$ cat src/rtl/fp_pkg.sv
// Shared types and constants for the single-precision add/sub pipeline.
// Stage payloads carry either an aligned magnitude pair/sum or a precomputed special result.
package fp_pkg;

  localparam int WIDTH     = 32;
  localparam int EXP_BITS  = 8;
  localparam int MANT_BITS = 23;
  localparam int BIAS      = 127;

  localparam logic [31:0] QNAN    = 32'h7FC0_0000;
  localparam logic [31:0] POS_INF = 32'h7F80_0000;
  localparam logic [31:0] NEG_INF = 32'hFF80_0000;

  typedef struct packed {
    logic       sign;
    logic [7:0] exp;
    logic [22:0] mant;
  } fp32_t;

  // x_mag/y_mag: 24-bit significand followed by guard, round, sticky
  typedef struct packed {
    logic        special;
    logic [31:0] special_val;
    logic        invalid;
    logic        sign;
    logic [7:0]  exp;
    logic        eff_sub;
    logic [26:0] x_mag;
    logic [26:0] y_mag;
  } s1_t;

  typedef struct packed {
    logic        special;
    logic [31:0] special_val;
    logic        invalid;
    logic        sign;
    logic [7:0]  exp;
    logic [27:0] sum;
  } s2_t;

  function automatic logic is_nan(fp32_t f);
    return (f.exp == 8'hFF) && (f.mant != '0);
  endfunction

  function automatic logic is_inf(fp32_t f);
    return (f.exp == 8'hFF) && (f.mant == '0);
  endfunction

endpackage

$ cat src/rtl/fp_add_sub_pipe_if.sv
// Input/output handshake bundle of the add/sub pipeline.
// The slave modport is the core's view, master is the producer/consumer side.
interface fp_add_sub_pipe_if;
  import fp_pkg::*;

  logic                 in_valid;
  logic                 in_ready;
  logic [WIDTH-1:0]     a;
  logic [WIDTH-1:0]     b;
  logic                 operation_select;
  logic                 out_valid;
  logic                 out_ready;
  logic [WIDTH-1:0]     result;
  logic                 sign_result;
  logic [EXP_BITS-1:0]  exp_result;
  logic [MANT_BITS-1:0] mantissa_result;
  logic                 flag_invalid;
  logic                 flag_overflow;
  logic                 flag_inexact;

  modport master (
    output in_valid, a, b, operation_select, out_ready,
    input  in_ready, out_valid, result, sign_result, exp_result, mantissa_result,
           flag_invalid, flag_overflow, flag_inexact
  );

  modport slave (
    input  in_valid, a, b, operation_select, out_ready,
    output in_ready, out_valid, result, sign_result, exp_result, mantissa_result,
           flag_invalid, flag_overflow, flag_inexact
  );

endinterface

$ cat src/rtl/fp_lzc28.sv
// Combinational leading-zero count of a 28-bit vector; all-zero input gives 28.
module fp_lzc28 (
  input  logic [27:0] din,
  output logic [4:0]  cnt
);

  always_comb begin
    cnt = 5'd28;
    for (int i = 0; i < 28; i++) begin
      if (din[i]) cnt = 5'(27 - i);
    end
  end

endmodule

$ cat src/rtl/fp_add_sub_pipe.sv
// Three-stage IEEE-754 single-precision add/subtract (FTZ, round-to-nearest-even).
// S1 unpack/align, S2 magnitude add, S3 normalize/round/pack; one shared advance enable.
module fp_add_sub_pipe
  import fp_pkg::*;
(
  input  logic             clk,
  input  logic             rst,
  fp_add_sub_pipe_if.slave io
);

  logic adv;

  logic v1_q, v1_d, v2_q, v2_d, out_valid_q, out_valid_d;
  s1_t  s1_q, s1_d, s1_c;
  s2_t  s2_q, s2_d, s2_c;
  logic [31:0] result_q, result_d, result_c;
  logic flag_invalid_q, flag_invalid_d, flag_invalid_c;
  logic flag_overflow_q, flag_overflow_d, flag_overflow_c;
  logic flag_inexact_q, flag_inexact_d, flag_inexact_c;

  fp32_t       fa, fb;
  logic        a_nan, b_nan, a_inf, b_inf, a_zero, b_zero, swap, x_sign;
  logic [30:0] ka, kb, kx, ky;
  logic [23:0] x_sig, y_sig;
  logic [7:0]  d;
  logic [26:0] y_full;

  assign adv = !out_valid_q | io.out_ready;

  always_comb begin
    fa      = fp32_t'(io.a);
    fb      = fp32_t'(io.b);
    fb.sign = io.b[31] ^ io.operation_select;
    a_nan   = is_nan(fa);
    b_nan   = is_nan(fb);
    a_inf   = is_inf(fa);
    b_inf   = is_inf(fb);
    a_zero  = (fa.exp == 8'd0);
    b_zero  = (fb.exp == 8'd0);
    // denormals collapse to zero before the magnitude compare
    ka      = a_zero ? 31'd0 : {fa.exp, fa.mant};
    kb      = b_zero ? 31'd0 : {fb.exp, fb.mant};
    swap    = (kb > ka);
    kx      = swap ? kb : ka;
    ky      = swap ? ka : kb;
    x_sign  = swap ? fb.sign : fa.sign;
    x_sig   = (kx[30:23] != 8'd0) ? {1'b1, kx[22:0]} : 24'd0;
    y_sig   = (ky[30:23] != 8'd0) ? {1'b1, ky[22:0]} : 24'd0;
    d       = kx[30:23] - ky[30:23];
    y_full  = {y_sig, 3'b000};

    s1_c         = '0;
    s1_c.sign    = x_sign;
    s1_c.exp     = kx[30:23];
    s1_c.eff_sub = fa.sign ^ fb.sign;
    s1_c.x_mag   = {x_sig, 3'b000};
    if (d >= 8'd27) s1_c.y_mag = {26'd0, |y_sig};
    else s1_c.y_mag = (y_full >> d) | {26'd0, |(y_full & ~(27'h7FF_FFFF << d))};

    if (a_nan || b_nan || (a_inf && b_inf && (fa.sign != fb.sign))) begin
      s1_c.special     = 1'b1;
      s1_c.special_val = QNAN;
      s1_c.invalid     = 1'b1;
    end else if (a_inf) begin
      s1_c.special     = 1'b1;
      s1_c.special_val = fa.sign ? NEG_INF : POS_INF;
    end else if (b_inf) begin
      s1_c.special     = 1'b1;
      s1_c.special_val = fb.sign ? NEG_INF : POS_INF;
    end else if (a_zero && b_zero) begin
      s1_c.special     = 1'b1;
      s1_c.special_val = {fa.sign & fb.sign, 31'd0};
    end
  end

  always_comb begin
    s2_c.special     = s1_q.special;
    s2_c.special_val = s1_q.special_val;
    s2_c.invalid     = s1_q.invalid;
    s2_c.sign        = s1_q.sign;
    s2_c.exp         = s1_q.exp;
    // x >= y by construction, so the difference never goes negative
    s2_c.sum = s1_q.eff_sub ? ({1'b0, s1_q.x_mag} - {1'b0, s1_q.y_mag})
                            : ({1'b0, s1_q.x_mag} + {1'b0, s1_q.y_mag});
  end

  logic [4:0]         lzc;
  logic [27:0]        norm;
  logic               g, rest, round_up;
  logic [24:0]        sig25;
  logic signed [9:0]  e;

  fp_lzc28 u_lzc (
    .din (s2_q.sum),
    .cnt (lzc)
  );

  always_comb begin
    norm     = s2_q.sum << lzc;
    g        = norm[3];
    rest     = |norm[2:0];
    round_up = g & (rest | norm[4]);
    sig25    = {1'b0, norm[27:4]} + {24'd0, round_up};
    // bit 27 of the sum sits one binade above the operand exponent
    e = $signed({2'b00, s2_q.exp}) + 10'sd1 - $signed({5'd0, lzc}) + $signed({9'd0, sig25[24]});

    result_c        = '0;
    flag_invalid_c  = 1'b0;
    flag_overflow_c = 1'b0;
    flag_inexact_c  = 1'b0;
    if (s2_q.special) begin
      result_c       = s2_q.special_val;
      flag_invalid_c = s2_q.invalid;
    end else if (s2_q.sum == '0) begin
      result_c = '0;
    end else if (e >= 10'sd255) begin
      result_c        = s2_q.sign ? NEG_INF : POS_INF;
      flag_overflow_c = 1'b1;
      flag_inexact_c  = g | rest;
    end else if (e <= 10'sd0) begin
      result_c       = {s2_q.sign, 31'd0};
      flag_inexact_c = g | rest;
    end else begin
      result_c       = {s2_q.sign, e[7:0], sig25[24] ? sig25[23:1] : sig25[22:0]};
      flag_inexact_c = g | rest;
    end
  end

  always_comb begin
    v1_d            = v1_q;
    v2_d            = v2_q;
    out_valid_d     = out_valid_q;
    s1_d            = s1_q;
    s2_d            = s2_q;
    result_d        = result_q;
    flag_invalid_d  = flag_invalid_q;
    flag_overflow_d = flag_overflow_q;
    flag_inexact_d  = flag_inexact_q;
    if (adv) begin
      v1_d            = io.in_valid;
      v2_d            = v1_q;
      out_valid_d     = v2_q;
      s1_d            = s1_c;
      s2_d            = s2_c;
      result_d        = result_c;
      flag_invalid_d  = flag_invalid_c;
      flag_overflow_d = flag_overflow_c;
      flag_inexact_d  = flag_inexact_c;
    end
  end

  always_ff @(posedge clk) begin
    if (rst) begin
      v1_q            <= 1'b0;
      v2_q            <= 1'b0;
      out_valid_q     <= 1'b0;
      s1_q            <= '0;
      s2_q            <= '0;
      result_q        <= '0;
      flag_invalid_q  <= 1'b0;
      flag_overflow_q <= 1'b0;
      flag_inexact_q  <= 1'b0;
    end else begin
      v1_q            <= v1_d;
      v2_q            <= v2_d;
      out_valid_q     <= out_valid_d;
      s1_q            <= s1_d;
      s2_q            <= s2_d;
      result_q        <= result_d;
      flag_invalid_q  <= flag_invalid_d;
      flag_overflow_q <= flag_overflow_d;
      flag_inexact_q  <= flag_inexact_d;
    end
  end

  assign io.in_ready        = adv;
  assign io.out_valid       = out_valid_q;
  assign io.result          = result_q;
  assign io.sign_result     = result_q[31];
  assign io.exp_result      = result_q[30:23];
  assign io.mantissa_result = result_q[22:0];
  assign io.flag_invalid    = flag_invalid_q;
  assign io.flag_overflow   = flag_overflow_q;
  assign io.flag_inexact    = flag_inexact_q;

endmodule

$ cat src/flat_wrapper.sv
// flat-port wrapper written by rule: the top's interface ports become plain ports
module fp_add_sub_pipe_flat import fp_pkg::*;
  (clk, rst, io_in_valid, io_a, io_b, io_operation_select, io_out_ready, io_in_ready, io_out_valid, io_result, io_sign_result, io_exp_result, io_mantissa_result, io_flag_invalid, io_flag_overflow, io_flag_inexact);
  fp_add_sub_pipe_if io_i ();
  input  logic clk;
  input  logic rst;
  input wire logic [$bits(io_i.in_valid)-1:0] io_in_valid;
  input wire logic [$bits(io_i.a)-1:0] io_a;
  input wire logic [$bits(io_i.b)-1:0] io_b;
  input wire logic [$bits(io_i.operation_select)-1:0] io_operation_select;
  input wire logic [$bits(io_i.out_ready)-1:0] io_out_ready;
  output wire logic [$bits(io_i.in_ready)-1:0] io_in_ready;
  output wire logic [$bits(io_i.out_valid)-1:0] io_out_valid;
  output wire logic [$bits(io_i.result)-1:0] io_result;
  output wire logic [$bits(io_i.sign_result)-1:0] io_sign_result;
  output wire logic [$bits(io_i.exp_result)-1:0] io_exp_result;
  output wire logic [$bits(io_i.mantissa_result)-1:0] io_mantissa_result;
  output wire logic [$bits(io_i.flag_invalid)-1:0] io_flag_invalid;
  output wire logic [$bits(io_i.flag_overflow)-1:0] io_flag_overflow;
  output wire logic [$bits(io_i.flag_inexact)-1:0] io_flag_inexact;
  assign io_i.in_valid = io_in_valid;
  assign io_i.a = io_a;
  assign io_i.b = io_b;
  assign io_i.operation_select = io_operation_select;
  assign io_i.out_ready = io_out_ready;
  assign io_in_ready = io_i.in_ready;
  assign io_out_valid = io_i.out_valid;
  assign io_result = io_i.result;
  assign io_sign_result = io_i.sign_result;
  assign io_exp_result = io_i.exp_result;
  assign io_mantissa_result = io_i.mantissa_result;
  assign io_flag_invalid = io_i.flag_invalid;
  assign io_flag_overflow = io_i.flag_overflow;
  assign io_flag_inexact = io_i.flag_inexact;
  fp_add_sub_pipe u_core (.clk(clk), .rst(rst), .io(io_i));
endmodule
$ cat config.mk
export PLATFORM = sky130hd
export DESIGN_NAME = fp_add_sub_pipe_flat
export DESIGN_NICKNAME = d
export VERILOG_FILES = /design/src/rtl/fp_pkg.sv /design/src/rtl/fp_add_sub_pipe_if.sv /design/src/rtl/fp_lzc28.sv /design/src/rtl/fp_add_sub_pipe.sv /design/src/flat_wrapper.sv
export SDC_FILE = /design/constraint.sdc
export NUM_CORES = 1
export LEC_CHECK = 0
export ABC_AREA = 1
export ABC_CLOCK_PERIOD_IN_PS = 6100
export CAP_MARGIN = 0
export CORE_ASPECT_RATIO = 0.6
export CORE_MARGIN = 10
export CORE_UTILIZATION = 54
export CTS_CLUSTER_DIAMETER = 100
export DETAILED_ROUTE_END_ITERATION = 10
export PLACE_DENSITY = 0.76
export SYNTH_ARGS = -nofsm -noshare
export SYNTH_HDL_FRONTEND = slang
export SYNTH_SLANG_ARGS = --single-unit
$ cat constraint.sdc
create_clock -name clk -period 6.1 [get_ports clk]
set_clock_uncertainty 0.15 [all_clocks]
set_input_delay 0.915 -clock clk [delete_from_list [all_inputs] [get_ports clk]]
set_output_delay 0.915 -clock clk [all_outputs]
set_load 0.02 [all_outputs]
==> Word level (Yosys, flattened, before mapping) <==
Index checks and enable logic that the tools add are counted.
{ "totals": {"register_bits": 204, "in_bits": 69} }
{ "op_classes": {"muxes": 56, "n_lt_le_gt_ge": 4, "n_eq_ne": 3, "n_bitwise": 10, "n_shift": 3, "n_reduce_logical": 22, "n_addsub": 7} }
{ "op_table": {"columns": ["operator", "n"], "rows": [
  ["2-to-1 mux 32 bit", 6],
  ["2-to-1 mux 31 bit", 5],
  ["2-to-1 mux 5 bit", 27],
  ["2-to-1 mux 33 bit", 4],
  ["2-to-1 mux 24 bit", 2],
  ["logical NOT 23 bit", 2],
  ["nonzero test 23 bit", 2],
  ["> comparator 31 bit", 1],
  ["adder 27 x 27 -> 28 bit", 1],
  ["logical NOT 28 bit", 1],
  ["2-to-1 mux 28 bit", 1],
  ["left shift 28 x 5 -> 28 bit", 1],
  ["subtractor 27 x 27 -> 28 bit", 1],
  ["bitwise AND 27 bit", 1],
  ["2-to-1 mux 27 bit", 1],
  ["inverter 27 bit", 1],
  ["OR 27 x 1 -> 27 bit", 1],
  ["OR reduction 27 bit", 1],
  ["left shift 27 x 8 -> 27 bit, first input constant", 1],
  ["right shift 27 x 8 -> 27 bit", 1],
  ["adder 24 x 1 -> 25 bit", 1],
  ["OR reduction 24 bit", 1],
  ["2-to-1 mux 23 bit", 1],
  ["equality test 8 bit, second input constant", 2],
  ["19 further kinds", 39]
]} }

==> Depth between registers and ports, before layout <==
{ "logic_depth": {"ltp_word": 39, "depth_mapped": 62, "mapped_depth_nobuf": 62} }

==> Cells and area by module <==
From an unflattened synthesis, not the netlist that was laid out.
{ "hier_totals": {"hier_cells": 2400, "area_unflattened_um2": 14445.1} }
{ "modules_own_cells": {"columns": ["module", "seq_area_each_um2", "area_per_inst_um2", "n_inst", "cells_each"], "rows": [
  ["fp_add_sub_pipe", 2882.8, 14046.0, 1, 2316],
  ["fp_lzc28", 0.0, 399.1, 1, 84]
]} }

==> Least setup slack after synthesis <==
No wires, ideal clock.
{ "synth_timing": {"kind": "register -> register", "start": "reg u_core.s2_q[1] (netlist name)", "end": "reg u_core.result_q[18] (netlist: u_core.io.result[18])", "setup_time_ps": 67, "slack_ps": -176, "path_buffers": 3, "stages_incl_launch_ff": 61, "arrival_time_ps": 6058, "required_time_ps": 5883, "cell_sequence": "dfxtp_1 > inv_1 > nand2_1 > nand2_1 > nand2_1 > nand2_1 > nand2_1 > nand2_1 > nand2_1 > nand2_1 > nand2_1 > nand2_1 > nand2_1 > nand2_1 > nand2_1 > nand2_1 > nand2_1 > nand2_1 > [25 not listed] > fa_1 > a21oi_1 > o21ai_0 > a21oi_1 > o21bai_1 > nand2_1 > nand2_1 > a21oi_1 > xor2_1 > inv_1 > nand2_1 > or2_2 > nand2_1 > nor3_1 > inv_1 > nor2_2 > nand2_1 > a21oi_2"} }
{ "synth_between": {"elab_chain_cells": 38, "word_cells_on_any_way": 42} }
{ "synth_lines": {"columns": ["element", "line_no", "rtl"], "rows": [
  ["start: declaration", "fp_add_sub_pipe.sv:15", "s2_t s2_q, s2_d, s2_c;"],
  ["start signal: assignment", "fp_add_sub_pipe.sv:158", "s2_q <= '0;"],
  ["start signal: assignment", "fp_add_sub_pipe.sv:168", "s2_q <= s2_d;"],
  ["2-to-1 mux 5 bit (27 in series)", "fp_lzc28.sv:10", "if (din[i]) cnt = 5'(27 - i);"],
  ["left shift 28 x 5 -> 28 bit", "fp_add_sub_pipe.sv:99", "norm = s2_q.sum << lzc;"],
  ["OR reduction 3 bit", "fp_add_sub_pipe.sv:101", "rest = |norm[2:0];"],
  ["OR 1 bit", "fp_add_sub_pipe.sv:102", "round_up = g & (rest | norm[4]);"],
  ["bitwise AND 1 bit", "fp_add_sub_pipe.sv:102", null],
  ["adder 24 x 1 -> 25 bit", "fp_add_sub_pipe.sv:103", "sig25 = {1'b0, norm[27:4]} + {24'd0, round_up};"],
  ["adder 10 x 2 -> 10 bit", "fp_add_sub_pipe.sv:105", "e = $signed({2'b00, s2_q.exp}) + 10'sd1 - $signed({5'd0, lzc}) + $signed({9'd0, sig25[24]});"],
  ["less-or-equal comparator 10 x 1 -> 1 bit", "fp_add_sub_pipe.sv:120", "end else if (e <= 10'sd0) begin"],
  ["2-to-1 mux 31 bit", "fp_add_sub_pipe.sv:120", null],
  ["2-to-1 mux 32 bit", "fp_add_sub_pipe.sv:116", "end else if (e >= 10'sd255) begin"],
  ["2-to-1 mux 32 bit (*)", "fp_add_sub_pipe.sv:114", "end else if (s2_q.sum == '0) begin"],
  ["2-to-1 mux 32 bit (*)", "fp_add_sub_pipe.sv:111", "if (s2_q.special) begin"],
  ["end signal: assignment", "fp_add_sub_pipe.sv:169", "result_q <= result_d;"],
  ["end: declaration", "fp_add_sub_pipe.sv:16", "logic [31:0] result_q, result_d, result_c;"]
]} }
Every way passes the cells marked *; elsewhere a longest branch is shown, timed or not.
A chain may end at the register's enable or synchronous reset.

==> Worst setup path after layout <==
{ "layout_timing": {"start": "reg u_core.s2_q[0] (netlist name)", "end": "reg u_core.result_q[11] (netlist: u_core.io.result[11])"} }
{ "layout_between": {"elab_chain_cells": 39, "word_cells_on_any_way": 43} }
{ "layout_lines": {"columns": ["element", "line_no"], "rows": [
  ["2-to-1 mux 3 bit", "fp_lzc28.sv:10"],
  ["2-to-1 mux 5 bit (27 in series)", "fp_lzc28.sv:10"],
  ["left shift 28 x 5 -> 28 bit", "fp_add_sub_pipe.sv:99"],
  ["OR reduction 3 bit", "fp_add_sub_pipe.sv:101"],
  ["OR 1 bit", "fp_add_sub_pipe.sv:102"],
  ["bitwise AND 1 bit", "fp_add_sub_pipe.sv:102"],
  ["adder 24 x 1 -> 25 bit", "fp_add_sub_pipe.sv:103"],
  ["adder 10 x 2 -> 10 bit", "fp_add_sub_pipe.sv:105"],
  ["less-or-equal comparator 10 x 1 -> 1 bit", "fp_add_sub_pipe.sv:120"],
  ["2-to-1 mux 31 bit", "fp_add_sub_pipe.sv:120"],
  ["2-to-1 mux 32 bit", "fp_add_sub_pipe.sv:116"],
  ["2-to-1 mux 32 bit (*)", "fp_add_sub_pipe.sv:114"],
  ["2-to-1 mux 32 bit (*)", "fp_add_sub_pipe.sv:111"]
]} }
Marks and branches as above.

==> impl_metrics.json <==
{
  "synth_area_leaders": "dfxtp_1 (20%), nand2_1 (16%), nand3_1 (11%), ha_1 (8.4%), inv_1 (7.0%)",
  "die_h_um": 147,
  "ios": 138,
  "drtPass1Iterations": 7,
  "outcome": "finished with violations",
  "drc_errors": 0,
  "min_path_type": "register to register",
  "core_area_mm2": 0.0264,
  "cpMaxStageDelayCell": "fa_2",
  "maxCapViolCount": 0,
  "overflow": 0,
  "synth.avg_cell_area_um2": 5.99,
  "synth_common_cells": "nand2_1 (626), nand3_1 (314), inv_1 (269), a21oi_1 (169), o21ai_0 (163)",
  "period_share": 1.03,
  "via_count": 18400,
  "switching_power_mw": 3.49,
  "fill_cells": 2205,
  "grt_start_max_net_pins": 106,
  "synth_edf_count": 0,
  "vdd_drop_max_v": 0.000355,
  "cp.required_ns": 6.32,
  "reg2reg_to": "u_core.io.result[11]$_SDFFE_PP0P_",
  "hpwlAfterDp_um": 46100,
  "synth_top_area_frac": 0.199,
  "critPathKind": "register to register",
  "p_int_mw": 3.55,
  "p_per_area_mw_per_mm2": 369,
  "arrival_ns": 6.47,
  "cts_inserted_buffers": 17,
  "ys.flop_type": "dfxtp_1",
  "multi_input_area_mm2": 0.0103,
  "placedCellCount": 3022,
  "end_kind": "register",
  "fin_nets": 2887,
  "r2r-start": "u_core.s2_q[0]$_SDFFE_PP0P_",
  "min-delay-start": "u_core.s1_q[87]$_SDFFE_PP0P_",
  "tritoncts": "done",
  "die_area_mm2": 0.0341,
  "clk_latency_ns": 0.44,
  "post-route-util": 0.722,
  "start_util": 0.549,
  "syn_to_final_growth_pct": 31.4,
  "fin_cells": 3092,
  "finalSetupViolCount": 24,
  "final_antenna_net_count": 0,
  "reg2reg_slack_ns": -0.16,
  "violations": "setup timing",
  "max_clock_freq_mhz": 160,
  "place.gp.congestion": 1.10,
  "cts.path.max_buffers": 2,
  "rsz0062_at_grt": "true",
  "worstHoldEndpoint": "u_core.s2_q[60]$_SDFFE_PP0P_",
  "yosysTopAreaCell": "dfxtp_1",
  "clock_tree.root_cell": "clkbuf_16",
  "dr.first_iter.drc_count": 2986,
  "ctsHoldBuffers": 0,
  "pwr-share-comb": 0.666,
  "seqCellArea_mm2": 0.00289,
  "cp_max_fo": 7,
  "clkSinkCount": 144,
  "setup_slack_ns": -0.156,
  "fp-row-count": 46,
  "max_slew_margin": 0.246,
  "wl_um": 59600,
  "syn_nets": 2590,
  "tightestPinTransition_ns": 1.12,
  "synth-seq-cells": 144,
  "max_stage_delay_ns": 0.37,
  "cp-start-kind": "register",
  "yosysMostFrequentCell": "nand2_1",
  "post_drt_wl_per_cell_um": 19.3,
  "holdPathStages": 2,
  "antenna_found_initial": 0,
  "swShare": 0.496,
  "leakagePower_nw": 9.26,
  "synthCells": 2422,
  "ff2ff_path_depth": 46,
  "ys_async_sr_fraction": 0,
  "htree_levels": 4,
  "period_needed_ns": 6.26,
  "top_register": "u_core.s1_q",
  "hold_violations": 0,
  "clk_pin_slew_ns": 0.06,
  "cp_top_family": "simple AND/OR/NAND/NOR gates",
  "crit_top_cell": "nand2_1",
  "largest_register_ffs": 65,
  "portBuffers": 137,
  "ys_seq_area_frac": 0.199,
  "grt_pass1_wl_um": 89000,
  "synth_cell_type_count": 60,
  "grtUsageTotal": 0.327,
  "p_seq_frac": 0.169,
  "viasPerCell": 5.95,
  "synth_area_mm2": 0.0145,
  "die-width_um": 232,
  "grt_pass1_vias": 16200,
  "synth.yosys.warnings": 0,
  "place_ws_ns": -0.283,
  "clockPowerShare": 0.165,
  "n_antenna_cell": 0,
  "drive_gt1_frac": 0.184,
  "critical_path_buf_inv_count": 6,
  "final_max_slew_viol_count": 0
}
==> final cells by class <==
| type | count | area share |
|---|---|---|
| Inverter | 280 | 0.0556 |
| Multi-Input combinational cell | 1845 | 0.540 |
| Sequential cell | 144 | 0.151 |
| Timing Repair inverter | 1 | 0.000394 |
| Clock inverter | 13 | 0.0104 |
| Tap cell | 360 | 0.0236 |
| Clock buffer | 19 | 0.0232 |
| Timing Repair Buffer | 430 | 0.196 |
==> per-stage QoR <==
step | hold slack (ns) | TNS, ns | power, mW | area (um^2)
after floorplan | 0.280 | 0 | 3.59 | 14500
after global placement | 0.301 | -4.26 | 5.26 | 17600
after detailed placement | 0.310 | -7.04 | 5.30 | 17600
after CTS | 0.318 | 0 | 6.54 | 18300
after global routing | 0.333 | -16.39 | 7.38 | 19100
final | 0.319 | -2.57 | 7.04 | 19100
==> logic make-up after synthesis <==
family	after synthesis	synth area share
multiplexers	1	0.000690
flip-flops	144	0.199
adder cells (fa/ha/maj)	99	0.0864
buffers and inverters	435	0.126
AO/OA/AOI/OAI	446	0.172
AND/OR/NAND/NOR	1258	0.392
XOR/XNOR	39	0.0246
==> routing by layer <==
metal  vias to the layer above  GRT usage  wire length [um]
li1                       8650          -                 -
met1                      8357      0.485             26400
met2                      1285      0.416             22100
met3                       118      0.147             10100
met4                         0     0.0530              1040
met5                         -          0                 0
==> worst max path at each step <==
stage,from,to,slack (ns),depth (start not counted)
after CTS,u_core.s2_q[1]$_SDFFE_PP0P_,u_core.io.result[20]$_SDFFE_PP0P_,0.02,60
after global placement,io_b[23],u_core.s1_q[8]$_SDFFE_PP0P_,-0.34,33
final,u_core.s2_q[0]$_SDFFE_PP0P_,u_core.io.result[11]$_SDFFE_PP0P_,-0.16,46
after detailed placement,io_b[24],u_core.s1_q[8]$_SDFFE_PP0P_,-0.28,33
after floorplan,u_core.s2_q[0]$_SDFFE_PP0P_,u_core.io.result[18]$_SDFFE_PP0P_,0.005,61
after global routing,u_core.s2_q[1]$_SDFFE_PP0P_,u_core.io.result[7]$_SDFFE_PP0P_,-0.56,62
==> repair_timing <==
item,4_1_cts,5_1_grt
pin swaps,9,53
buffers inserted,4,27
cloned,1,6
endpoints found under the setup margin,30,59
resized for setup,20,128
==> tightest hold or removal path, cell delays in order (launching register included) <==
cell and delay [ns]:
dfxtp_1 0.30, inv_1 0.06, a21oi_1 0.06
==> power groups by stage <==
stage	Sequential, mW	Clock [mW]	Combinational (mW)
2_1_floorplan	1.22	0	2.37
3_3_place_gp	1.19	0	4.07
3_5_place_dp	1.20	0	4.10
4_1_cts	1.18	1.16	4.20
5_1_grt	1.20	1.21	4.98
6_report	1.19	1.16	4.69
==> cells in the final DEF (no fill, tap or decap), types with 34 or more instances in the layout <==
master and instances:
dfxtp_1 142, nor2_1 152, clkdlybuf4s50_1 128, ha_1 93
o21ai_0 152, nand2_1 605, o211ai_1 37, nand4_1 52
buf_4 275, inv_1 258, a21oi_1 155, nand3_1 301
nand3_2 34
Note: power is estimated with default switching activity, not from simulation.
==> edit, RTL diff (same settings) <==
Take the reset off `result_q` and load it in a clocked block of its own.
--- a/src/rtl/fp_add_sub_pipe.sv
+++ b/src/rtl/fp_add_sub_pipe.sv
@@ -156,7 +156,6 @@
       out_valid_q     <= 1'b0;
       s1_q            <= '0;
       s2_q            <= '0;
-      result_q        <= '0;
       flag_invalid_q  <= 1'b0;
       flag_overflow_q <= 1'b0;
       flag_inexact_q  <= 1'b0;
@@ -166,11 +165,14 @@
       out_valid_q     <= out_valid_d;
       s1_q            <= s1_d;
       s2_q            <= s2_d;
-      result_q        <= result_d;
       flag_invalid_q  <= flag_invalid_d;
       flag_overflow_q <= flag_overflow_d;
       flag_inexact_q  <= flag_inexact_d;
     end
+  end
+
+  always_ff @(posedge clk) begin
+    result_q <= result_d;
   end
 
   assign io.in_ready        = adv;
Check against the original RTL: differs if rst is asserted again (counterexample within 4 cycles, from zero or initial values and one cycle with rst high); with rst held inactive, the same outputs for 4 cycles.
==> edit against the original RTL <==
- the run still ends with negative setup slack left
- worst hold slack improved by 0.022 ns
- non-clock buffer count rose by 152
- routed wire length rose by 20%
- count of clock-buffer cells in the layout rose by 2
- power rose by 19%
- sequential cell count did not move
- final area rose by 9.1%
- sequential share of layout area rose by 0.27 points
- clock power barely moved
- synthesized area fell by 0.55%
- setup slack got worse by 1.3 ns
- critical path type unchanged
==> edit: results (changes against the original RTL) <==
Worst-Margin Slew=1.20 ns (was 1.12 ns); Worst-path clk slew=0.08 ns (was 0.06 ns); Critical Path End=u_core.io.result[20] (was u_core.io.result[11]); filler instances=1867 (was 2205); Post-synth EDFFs=32 (was 0); Mapped Nets=2545 (was 2590); largest net degree at the start of global routing=113 (was 106); worst reg2reg startpoint=u_core.s2_q[1] (was u_core.s2_q[0]); Final setup viols=32 (was 24); global-route wire length before repair=98.8 mm (was 89.0 mm); worst-skew pair later-pin latency=0.46 ns (was 0.44 ns); hold path startpoint=u_core.s1_q[36] (was u_core.s1_q[87]); Tot GR Track Use=0.365 (was 0.327); final worst-path setup slack=-1.41 ns (was -0.156 ns); initial antenna violation count=2 (was 0); Hold Path Sink=u_core.s1_q[36] (was u_core.s2_q[60]); reg2reg path depth=62 (was 46); compound-cell area share of the yosys netlist=0.171 (was 0.172); mux contribution to synthesized area=0.000693 (was 0.000690); Post-synth top cells=nand2_1, nand3_1, inv_1 (unchanged); vias in the first global route=17882 (was 16167); DRT met1 WL=27.2 mm (was 26.4 mm); pre-CTS setup slack=-0.566 ns (was -0.283 ns); Peak VDD IR=0.416 mV (was 0.355 mV); setup TNS=-38.89 ns (was -2.57 ns); met3 Resource Use GR=0.147 (about the same); GR peak layer=met2 (was met1); status=complete, but fails checks (unchanged); Distinct cells, synth=59 (was 60); DP Area=18100 um2 (was 17600 um2); GR Util met1=0.495 (was 0.485); Lkg Pwr=10.3 nW (was 9.26 nW); WL met3=12.5 mm (was 10.1 mm); Placer Congestion=1.10 (about the same); Final #Nets=3009 (was 2887); hold slack final=0.341 ns (was 0.319 ns); Seq/Total Area, Yosys=0.222 (was 0.199); share of cells above drive strength 1=0.260 (was 0.184); max FFs per register=65 (unchanged); failing checks=negative setup slack (unchanged); met2 usage=0.521 (was 0.416); Vias/cell=6.25 (was 5.95); WL met2=28.2 mm (was 22.1 mm); DR iter-0 viols=3804 (was 2986); Critical Path Fanout Max=8 (was 7); post-DP HPWL=45.9 mm (was 46.1 mm); WL/cell=22.3 um (was 19.3 um); area of the multi-input gates=10400 um2 (was 10300 um2); critical path arrival=7.56 ns (was 6.47 ns); Ys Warns=0 (unchanged); post-synthesis adder-cell area fraction=0.0869 (was 0.0864); drt first pass iters=10 (was 7); slowest stage cell, crit path=nand3_1 (was fa_2)
edit: final cells by class:
type                    count  area share
diodes                      2    0.000240
clock buffers              21      0.0237
clock inverters            11     0.00679
inverters                 304      0.0556
multi-input cells        1792       0.502
flip-flops and latches    144       0.154
well taps                 360      0.0216
repair buffers            582       0.236
edit: power breakdown:
group          switching, mW  total [mW]  internal [mW]  leakage, nW
Clock                  0.486        1.16          0.672        0.311
Combinational           3.55        5.93           2.38         8.72
Sequential             0.127        1.27           1.14         1.30
edit: tightest hold or removal path: cells and delay by family (launching register included):
kind               cells  cell delay, ns
and+or+nand+nor        1            0.06
DFF                    1            0.32
AOI/OAI and AO/OA      1            0.05
edit: repair_timing:
item | CTS | global route
pin swaps | 26 | 64
resized for setup | 88 | 207
buffers inserted | 90 | 28
gates cloned | 4 | 2
setup endpoints to repair | 31 | 59
